==> config.mk <==
export PLATFORM = sky130hd
export DESIGN_NAME = sc_speedcounter_backg_flat
export DESIGN_NICKNAME = d
export VERILOG_FILES = /design/src/rtl/sc_speedcounter_backg_pkg.sv /design/src/rtl/sc_speedcounter_backg_if.sv /design/src/rtl/sc_levelcounter_backg.sv /design/src/rtl/sc_speedcounter_backg.sv /design/src/flat_wrapper.sv
export SDC_FILE = /design/constraint.sdc
export NUM_CORES = 1
export LEC_CHECK = 0
export ABC_AREA = 1
export BUFFER_PORTS_ARGS = -buffer_cell sky130_fd_sc_hd__buf_2
export CORE_ASPECT_RATIO = 0.75
export CORE_MARGIN = 8
export CORE_UTILIZATION = 45
export CTS_BUF_LIST = sky130_fd_sc_hd__clkbuf_8
export DETAILED_ROUTE_END_ITERATION = 10
export MAX_ROUTING_LAYER = met4
export PLACE_DENSITY_LB_ADDON = 0.2
export SLEW_MARGIN = 20
export SYNTH_ARGS = -nofsm -noshare
export SYNTH_HDL_FRONTEND = slang
export SYNTH_SLANG_ARGS = --single-unit
==> constraint.sdc <==
create_clock -name SC_SPEEDCOUNTERBACKG_CLOCK_50 -period 2.7 [get_ports SC_SPEEDCOUNTERBACKG_CLOCK_50]
set_input_delay 0.405 -clock SC_SPEEDCOUNTERBACKG_CLOCK_50 [delete_from_list [all_inputs] [get_ports SC_SPEEDCOUNTERBACKG_CLOCK_50]]
set_output_delay 0.405 -clock SC_SPEEDCOUNTERBACKG_CLOCK_50 [all_outputs]
set_load 0.1 [all_outputs]
==> src/rtl/sc_speedcounter_backg_pkg.sv <==
// Shared encodings for the background lane speed counter.
package sc_speedcounter_backg_pkg;

   typedef enum logic [1:0] {
      ST_IDLE    = 2'd0,
      ST_COUNT   = 2'd1,
      ST_PENDING = 2'd2
   } state_t;

   localparam logic [1:0] SHIFTSEL_HOLD  = 2'b11;
   localparam logic [1:0] SHIFTSEL_SHIFT = 2'b10;
   localparam logic [1:0] LEVEL_MAX      = 2'd3;

endpackage

==> src/rtl/sc_speedcounter_backg_if.sv <==
// Handshake between the lane FSM (master) and the speed counter (slave).
interface sc_speedcounter_backg_if;

   logic       upcount_InLow;
   logic [1:0] shiftselection_InBus;
   logic       clear_InLow;
   logic       movement_OutLow;
   logic [1:0] level_OutBus;

   modport master (
      output upcount_InLow,
      output shiftselection_InBus,
      output clear_InLow,
      input  movement_OutLow,
      input  level_OutBus
   );

   modport slave (
      input  upcount_InLow,
      input  shiftselection_InBus,
      input  clear_InLow,
      output movement_OutLow,
      output level_OutBus
   );

endinterface

==> src/rtl/sc_levelcounter_backg.sv <==
// Counts acknowledged shifts and steps the speed level every MOVES_PER_LEVEL
// shifts, saturating at LEVEL_MAX.
module sc_levelcounter_backg
   import sc_speedcounter_backg_pkg::*;
#(
   parameter int MOVES_PER_LEVEL = 16
) (
   input  logic       i_clk,
   input  logic       i_rst_n,
   input  logic       i_inc,
   input  logic       i_clr,
   output logic [1:0] o_level
);

   localparam logic [7:0] MOVES_LAST = 8'(MOVES_PER_LEVEL - 1);

   logic [7:0] r_moves;
   logic [1:0] r_level;

   // Move/level bookkeeping; clear beats increment.
   always_ff @(posedge i_clk or negedge i_rst_n) begin
      if (!i_rst_n) begin
         r_moves <= '0;
         r_level <= '0;
      end else if (i_clr) begin
         r_moves <= '0;
         r_level <= '0;
      end else if (i_inc) begin
         if (r_moves == MOVES_LAST) begin
            r_moves <= '0;
            if (r_level != LEVEL_MAX)
               r_level <= r_level + 2'd1;
         end else begin
            r_moves <= r_moves + 8'd1;
         end
      end
   end

   assign o_level = r_level;

endmodule

==> src/rtl/sc_speedcounter_backg.sv <==
// Background lane speed counter: counts upcount strobes, raises a movement
// request when the period elapses and holds it until the lane FSM shifts.
// Optional feature macro: SC_SPEEDCOUNTERBACKG_LEVELUP_EN (speed levels).
//
// state      | meaning
// -----------+-------------------------------------------------
// ST_IDLE    | after reset/clear, count held at 0, no request
// ST_COUNT   | counting strobes towards the current period
// ST_PENDING | movement requested, waiting for shift ack
module sc_speedcounter_backg
   import sc_speedcounter_backg_pkg::*;
#(
   parameter int                         DATAWIDTH_COUNT = 24,
   parameter logic [DATAWIDTH_COUNT-1:0] PERIOD_LEVEL0   = 24'd4096,
   parameter int                         MOVES_PER_LEVEL = 16
) (
   input  logic                    SC_SPEEDCOUNTERBACKG_CLOCK_50,
   input  logic                    SC_SPEEDCOUNTERBACKG_RESET_InLow,
   sc_speedcounter_backg_if.slave  bus
);

   state_t                     r_state;
   state_t                     w_state_nxt;
   logic [DATAWIDTH_COUNT-1:0] r_count;
   logic [DATAWIDTH_COUNT-1:0] w_count_nxt;
   logic [DATAWIDTH_COUNT-1:0] w_period;
   logic [DATAWIDTH_COUNT-1:0] w_period_last;
   logic [1:0]                 w_level;
   logic                       w_ack;
   logic                       w_strobe;
   logic                       w_clr;
   logic                       w_movement;

   assign w_ack    = (bus.shiftselection_InBus == SHIFTSEL_SHIFT);
   assign w_strobe = ~bus.upcount_InLow;
   assign w_clr    = ~bus.clear_InLow;

`ifdef SC_SPEEDCOUNTERBACKG_LEVELUP_EN
   logic w_inc;

   // Only an ack that actually retires a pending request counts as a move.
   assign w_inc = (r_state == ST_PENDING) && w_ack && !w_clr;

   sc_levelcounter_backg #(
      .MOVES_PER_LEVEL (MOVES_PER_LEVEL)
   ) u_levelcounter (
      .i_clk   (SC_SPEEDCOUNTERBACKG_CLOCK_50),
      .i_rst_n (SC_SPEEDCOUNTERBACKG_RESET_InLow),
      .i_inc   (w_inc),
      .i_clr   (w_clr),
      .o_level (w_level)
   );

   assign w_period = PERIOD_LEVEL0 >> w_level;
`else
   assign w_level  = 2'd0;
   assign w_period = PERIOD_LEVEL0;
`endif

   assign w_period_last = w_period - DATAWIDTH_COUNT'(1);

   // State and strobe count registers.
   always_ff @(posedge SC_SPEEDCOUNTERBACKG_CLOCK_50 or negedge SC_SPEEDCOUNTERBACKG_RESET_InLow) begin
      if (!SC_SPEEDCOUNTERBACKG_RESET_InLow) begin
         r_state <= ST_IDLE;
         r_count <= '0;
      end else begin
         r_state <= w_state_nxt;
         r_count <= w_count_nxt;
      end
   end

   // Next-state, next-count and state-decoded request output.
   always_comb begin
      w_state_nxt = r_state;
      w_count_nxt = r_count;
      w_movement  = 1'b1;
      if (r_state == ST_PENDING)
         w_movement = 1'b0;
      if (w_clr) begin
         w_state_nxt = ST_IDLE;
         w_count_nxt = '0;
      end else begin
         case (r_state)
            ST_IDLE: begin
               w_count_nxt = '0;
               w_state_nxt = ST_COUNT;
            end
            ST_COUNT: begin
               if (w_strobe) begin
                  if (r_count == w_period_last) begin
                     w_count_nxt = '0;
                     w_state_nxt = ST_PENDING;
                  end else begin
                     w_count_nxt = r_count + DATAWIDTH_COUNT'(1);
                  end
               end
            end
            ST_PENDING: begin
               // Strobes are ignored here; the ack alone releases the request.
               if (w_ack)
                  w_state_nxt = ST_COUNT;
            end
            default: begin
               w_state_nxt = ST_IDLE;
               w_count_nxt = '0;
            end
         endcase
      end
   end

   assign bus.movement_OutLow = w_movement;
   assign bus.level_OutBus    = w_level;

endmodule

==> src/flat_wrapper.sv <==
// flat-port wrapper written by rule: the top's interface ports become plain ports
module sc_speedcounter_backg_flat import sc_speedcounter_backg_pkg::*;
#(
   parameter int                         DATAWIDTH_COUNT = 24,
   parameter logic [DATAWIDTH_COUNT-1:0] PERIOD_LEVEL0   = 24'd4096,
   parameter int                         MOVES_PER_LEVEL = 16
)
  (SC_SPEEDCOUNTERBACKG_CLOCK_50, SC_SPEEDCOUNTERBACKG_RESET_InLow, bus_upcount_InLow, bus_shiftselection_InBus, bus_clear_InLow, bus_movement_OutLow, bus_level_OutBus);
  sc_speedcounter_backg_if bus_i ();
  input  logic SC_SPEEDCOUNTERBACKG_CLOCK_50;
  input  logic SC_SPEEDCOUNTERBACKG_RESET_InLow;
  input wire logic [$bits(bus_i.upcount_InLow)-1:0] bus_upcount_InLow;
  input wire logic [$bits(bus_i.shiftselection_InBus)-1:0] bus_shiftselection_InBus;
  input wire logic [$bits(bus_i.clear_InLow)-1:0] bus_clear_InLow;
  output wire logic [$bits(bus_i.movement_OutLow)-1:0] bus_movement_OutLow;
  output wire logic [$bits(bus_i.level_OutBus)-1:0] bus_level_OutBus;
  assign bus_i.upcount_InLow = bus_upcount_InLow;
  assign bus_i.shiftselection_InBus = bus_shiftselection_InBus;
  assign bus_i.clear_InLow = bus_clear_InLow;
  assign bus_movement_OutLow = bus_i.movement_OutLow;
  assign bus_level_OutBus = bus_i.level_OutBus;
  sc_speedcounter_backg #(.DATAWIDTH_COUNT(DATAWIDTH_COUNT), .PERIOD_LEVEL0(PERIOD_LEVEL0), .MOVES_PER_LEVEL(MOVES_PER_LEVEL)) u_core (.SC_SPEEDCOUNTERBACKG_CLOCK_50(SC_SPEEDCOUNTERBACKG_CLOCK_50), .SC_SPEEDCOUNTERBACKG_RESET_InLow(SC_SPEEDCOUNTERBACKG_RESET_InLow), .bus(bus_i));
endmodule
### After elaboration in Yosys (flattened, before gate mapping)

Index checks and enable logic that the tools add are counted.

* flip-flop bits (word level): 26
* word-level logic and storage cells: 24
* input port bits: 6
* output and inout bits: 3

* reductions and logical operators: 3
* add/subtract/negate cells: 1
* equality and inequality tests: 8
* muxes and demuxes: 10

Operators by type and width (number)
* two-way mux 24 bit: 3
* one-hot mux 24 bit (2 select lines): 1
* adder 24 x 1 -> 24 bit (second input constant): 1
* equality test 24 x 12 -> 1 bit (second input constant): 1
* two-way mux 2 bit: 4
* != test 3 x 2 -> 1 bit (second input constant): 2
* one-hot mux 2 bit (3 select lines): 1
* equality test 2 bit (second input constant): 2
* != test 3 bit (second input constant): 1
* AND reduction 3 bit: 1
* equality test 2 x 1 -> 1 bit (second input constant): 1
* logical NOT 2 bit: 1
* != test 2 bit (second input constant): 1
* AND reduction 2 bit: 1
* two-way mux 1 bit: 1

### Logic depth before layout (Yosys ltp)

* depth after elaboration: 5
* depth in mapped cells: 11
* mapped depth without buffers: 10

### Worst setup path before layout

Ideal clock, no wire load.

* path kind: register to output
* start: register u_core.r_state[0]
* end: output port bus_movement_OutLow
* data required time: 2.295 ns
* setup slack: 1.239 ns
* stages on the path, launching flop included: 3
* arrival time: 1.056 ns
* path buffers: 0
* cells stage by stage: dfrtp_1 > inv_1 > nand2_1

* longest elaborated chain between the ends: 2

RTL lines
* start, declared: RTL line sc_speedcounter_backg.sv:22 `state_t r_state;`
* start signal, assigned: RTL line sc_speedcounter_backg.sv:68 `r_state <= w_state_nxt;`
* equality test 2 bit: RTL line sc_speedcounter_backg.sv:78 `if (r_state == ST_PENDING)`
* two-way mux 1 bit: RTL line sc_speedcounter_backg.sv:78
* end, declared: RTL line flat_wrapper.sv:15 `output wire logic [$bits(bus_i.movement_OutLow)-1:0] bus_movement_OutLow;`

No other way between the ends.

### Worst setup path after layout

* start: register u_core.r_count[1]
* end: register u_core.r_count[22]

* longest elaborated chain between the ends: 5
* elaborated cells on any way between the ends: 6
* classes of those cells: 1 x add/sub; 1 x eq/ne; 4 x mux

RTL lines
* start, declared: RTL line sc_speedcounter_backg.sv:24 `logic [DATAWIDTH_COUNT-1:0] r_count;`
* start signal, assigned: RTL line sc_speedcounter_backg.sv:69 `r_count <= w_count_nxt;`
* adder 24 x 1 -> 24 bit / equality test 24 x 12 -> 1 bit (equally long branches): RTL line sc_speedcounter_backg.sv:95, sc_speedcounter_backg.sv:91
* two-way mux 24 bit *: RTL line sc_speedcounter_backg.sv:91 `if (r_count == w_period_last) begin`
* two-way mux 24 bit *: RTL line sc_speedcounter_backg.sv:90 `if (w_strobe) begin`
* one-hot mux 24 bit (2 select lines) *: RTL line sc_speedcounter_backg.sv:84 `case (r_state)`
* two-way mux 24 bit *: RTL line sc_speedcounter_backg.sv:80 `if (w_clr) begin`

Every way passes the cells marked *; elsewhere a longest branch is shown, timed or not. The select of a mux whose other input is x is not followed.
A chain may end at the register's enable or synchronous reset.

==> impl_metrics.tcl <==
set metrics [dict create \
    fin_tns_setup_ns 0 \
    antenna_cells 0 \
    syn_area_per_cell_sq_um 6.657 \
    end_kind "register" \
    status "completed" \
    fin_crit_sh 0.6106 \
    fill_cells 385 \
    antenna_found_initial 0 \
    final-hold-violation-count 0 \
    grt_start_max_net_pins 27 \
    netlist.area_leader.share 0.3730 \
    stdcell_count 320 \
    clock_path_buffers 2 \
    yosys-top-cells-area "dfrtp_1 37%, nand2_1 16%, nor2_1 11%" \
    via_per_inst 4.738 \
    cts.sinks 26 \
    multi_input_area_sq_um 902.1 \
    ant_nets 0 \
    cp_max_fo 13 \
    synthCells 262 \
    ys_ff_latch 26 \
    yosysUniqueCellTypes 28 \
    critPathLaunch "u_core.r_count[1]" \
    start_kind "register" \
    drc 0 \
    grt_remaining_overflow 0 \
    routed_wl_um 3705 \
    fin_skew_ns 0.001676 \
    via_count 1516 \
    htree_num_levels 1 \
    die_w_um 87.89 \
    num_rows 19 \
    drt_iter0_drc 173 \
    synth_most_common_cell "nand2_1" \
    yosysWarnings 0 \
    grt_setup_unrepaired "false" \
    max-vdd-ir-drop_mv 0.2719 \
    coreArea_sq_mm 0.003685 \
    yosysSeqAreaShare 0.3730 \
    synth_edf_count 0 \
    regArea_sq_um 650.6 \
    io_buffers 6 \
    grt_pass1_vias 1413 \
    rr_endpoint "u_core.r_count[22]" \
    path_class "reg -> reg" \
    syn_area_sq_mm 0.001744 \
    hold_buffers 0 \
    postCtsSetupRepairBufs 0 \
    reg2reg_from "u_core.r_count[1]" \
    slew_headroom 0.6036 \
    worst_r2r_path_depth 10 \
    dpl.cell_count 316 \
    cap_violations 0 \
    reg2reg_slack_ns 1.05 \
    slew_viol_final 0 \
    dp_hpwl_um 2863 \
    wl_per_cell_um 11.58 \
    period_needed_ns 1.649 \
    crit_arrival_ns 1.81 \
    cts_buffers 3 \
    max_freq_mhz 606.6 \
    ys_async_sr_fraction 1.000 \
    finalSetupViolCount 0 \
    worst_slew_pin_slew_ns 0.5946 \
    areaGrowthSynthToFinish_pct 7.173 \
    synth_top_cell_by_area "dfrtp_1" \
    routabilityCongestion 0.9025 \
    cts_resized 0 \
    synth-main-ff-cell "dfrtp_1" \
    io_pins 9 \
    cts_tree "built" \
    die-area_sq_mm 0.006145 \
    grt_pass1_wl_um 6299 \
    p_leak_uw 0.0008817 \
    worstPathRequired_ns 2.87 \
    clk_pin_slew_ns 0.09 \
    initial_utilization 0.4733 \
    drive_gt1_frac 0.1082 \
    grtUsageTotal 0.1319 \
    firstDrtPassIters 4 \
    die_h_um 69.92 \
    power_uw 981.2 \
    pwr_density_cell_mw_per_mm2 524.9 \
    hold_class "in -> async" \
    clkLatencyLatePin_ns 0.27 \
    nNetsFinal 276 \
    netlist_top_cells_count "74 x nand2_1, 53 x nor2_1, 36 x inv_1, 26 x dfrtp_1, 19 x nand3_1" \
    cts-root-buf "clkbuf_8" \
    crit_path_end "u_core.r_count[22]" \
]
==> metal layers <==
metal | track usage | wire [um] | vias to the layer above | share of wire
li1 | - | - | 813 | -
met1 | 0.1794 | 1943 | 668 | 0.52
met2 | 0.1867 | 1563 | 31 | 0.42
met3 | 0.03738 | 173 | 4 | 0.047
met4 | 0.03042 | 25 | 0 | 0.0067
met5 | - | 0 | - | 0
==> placed cells by master (no fill, tap or decap), drive strengths merged <==
| cell type | n |
|---|---|
| nand3b | 1 |
| xor2 | 4 |
| nand2 | 78 |
| inv | 40 |
| nor3 | 3 |
| bufinv | 1 |
| nor4 | 2 |
| dfrtp | 26 |
| conb | 2 |
| xnor2 | 1 |
| nor2 | 62 |
| a21o | 1 |
| and2 | 1 |
| o21ai | 3 |
| ha | 1 |
| nand4 | 7 |
| nand3 | 21 |
| clkbuf | 3 |
| a21oi | 3 |
| o21bai | 2 |
| buf | 6 |
==> logic make-up after synthesis <==
logic type	share of synthesized area
flops	0.3730
fa+ha+maj	0.007172
simple gates	0.4505
xor+xnor	0.02511
compound gates	0.03012
buf+inv	0.1119
other cells	0.002150
==> sequential cells by signal (all words and copies together), names as in the netlist <==
signal          cells
u_core.r_count     24
u_core.r_state      2
==> worst max-delay path, stage by stage, from the launching register on <==
cell and delay, ns:
dfrtp_1 0.38, ha_1 0.17, inv_1 0.06, nor2_2 0.19
nand2_2 0.09, inv_2 0.08, nand3_4 0.08, nand3_2 0.11
nand2_4 0.12, inv_2 0.18, nor2_1 0.07
==> area by class of cell <==
type,instances,share of cell area
Clock buffer,3,0.02209
Multi-Input combinational cell,192,0.4826
Sequential cell,26,0.3481
Tap cell,52,0.03481
Timing Repair Buffer,6,0.01606
Clock inverter,1,0.01606
Inverter,40,0.08032
==> through the flow <==
step | cell area, sq um | worst slack, ns | hold WS [ns] | utilization
3_5_place_dp | 1798 | 1.029 | 0.4448 | 0.4879
2_1_floorplan | 1748 | 1.239 | 0.1094 | -
6_report | 1869 | 1.051 | 0.1241 | 0.5073
3_3_place_gp | 1798 | 1.015 | 0.4443 | 0.4879
5_1_grt | 1869 | 0.8522 | 0.1681 | 0.5073
4_1_cts | 1869 | 1.046 | 0.1433 | 0.5073
==> where the power goes <==
part           total (uW)  leakage (uW)  switching, uW  internal, uW
clock                 321     0.0000357            122           198
combinational         234      0.000486            181          52.8
sequential            427      0.000360           18.3           409
total                 981      0.000882            321           660
==> worst min path at each step <==
stage | start | end | depth (start not counted)
floorplan | SC_SPEEDCOUNTERBACKG_RESET_InLow | u_core.r_count[0] | 0
global placement | SC_SPEEDCOUNTERBACKG_RESET_InLow | u_core.r_count[0] | 1
detailed placement | SC_SPEEDCOUNTERBACKG_RESET_InLow | u_core.r_count[0] | 1
CTS | SC_SPEEDCOUNTERBACKG_RESET_InLow | u_core.r_count[0] | 1
global route | SC_SPEEDCOUNTERBACKG_RESET_InLow | u_core.r_count[0] | 1
finish | SC_SPEEDCOUNTERBACKG_RESET_InLow | u_core.r_count[1] | 1
No activity file was read; power rests on OpenSTA's default activity.
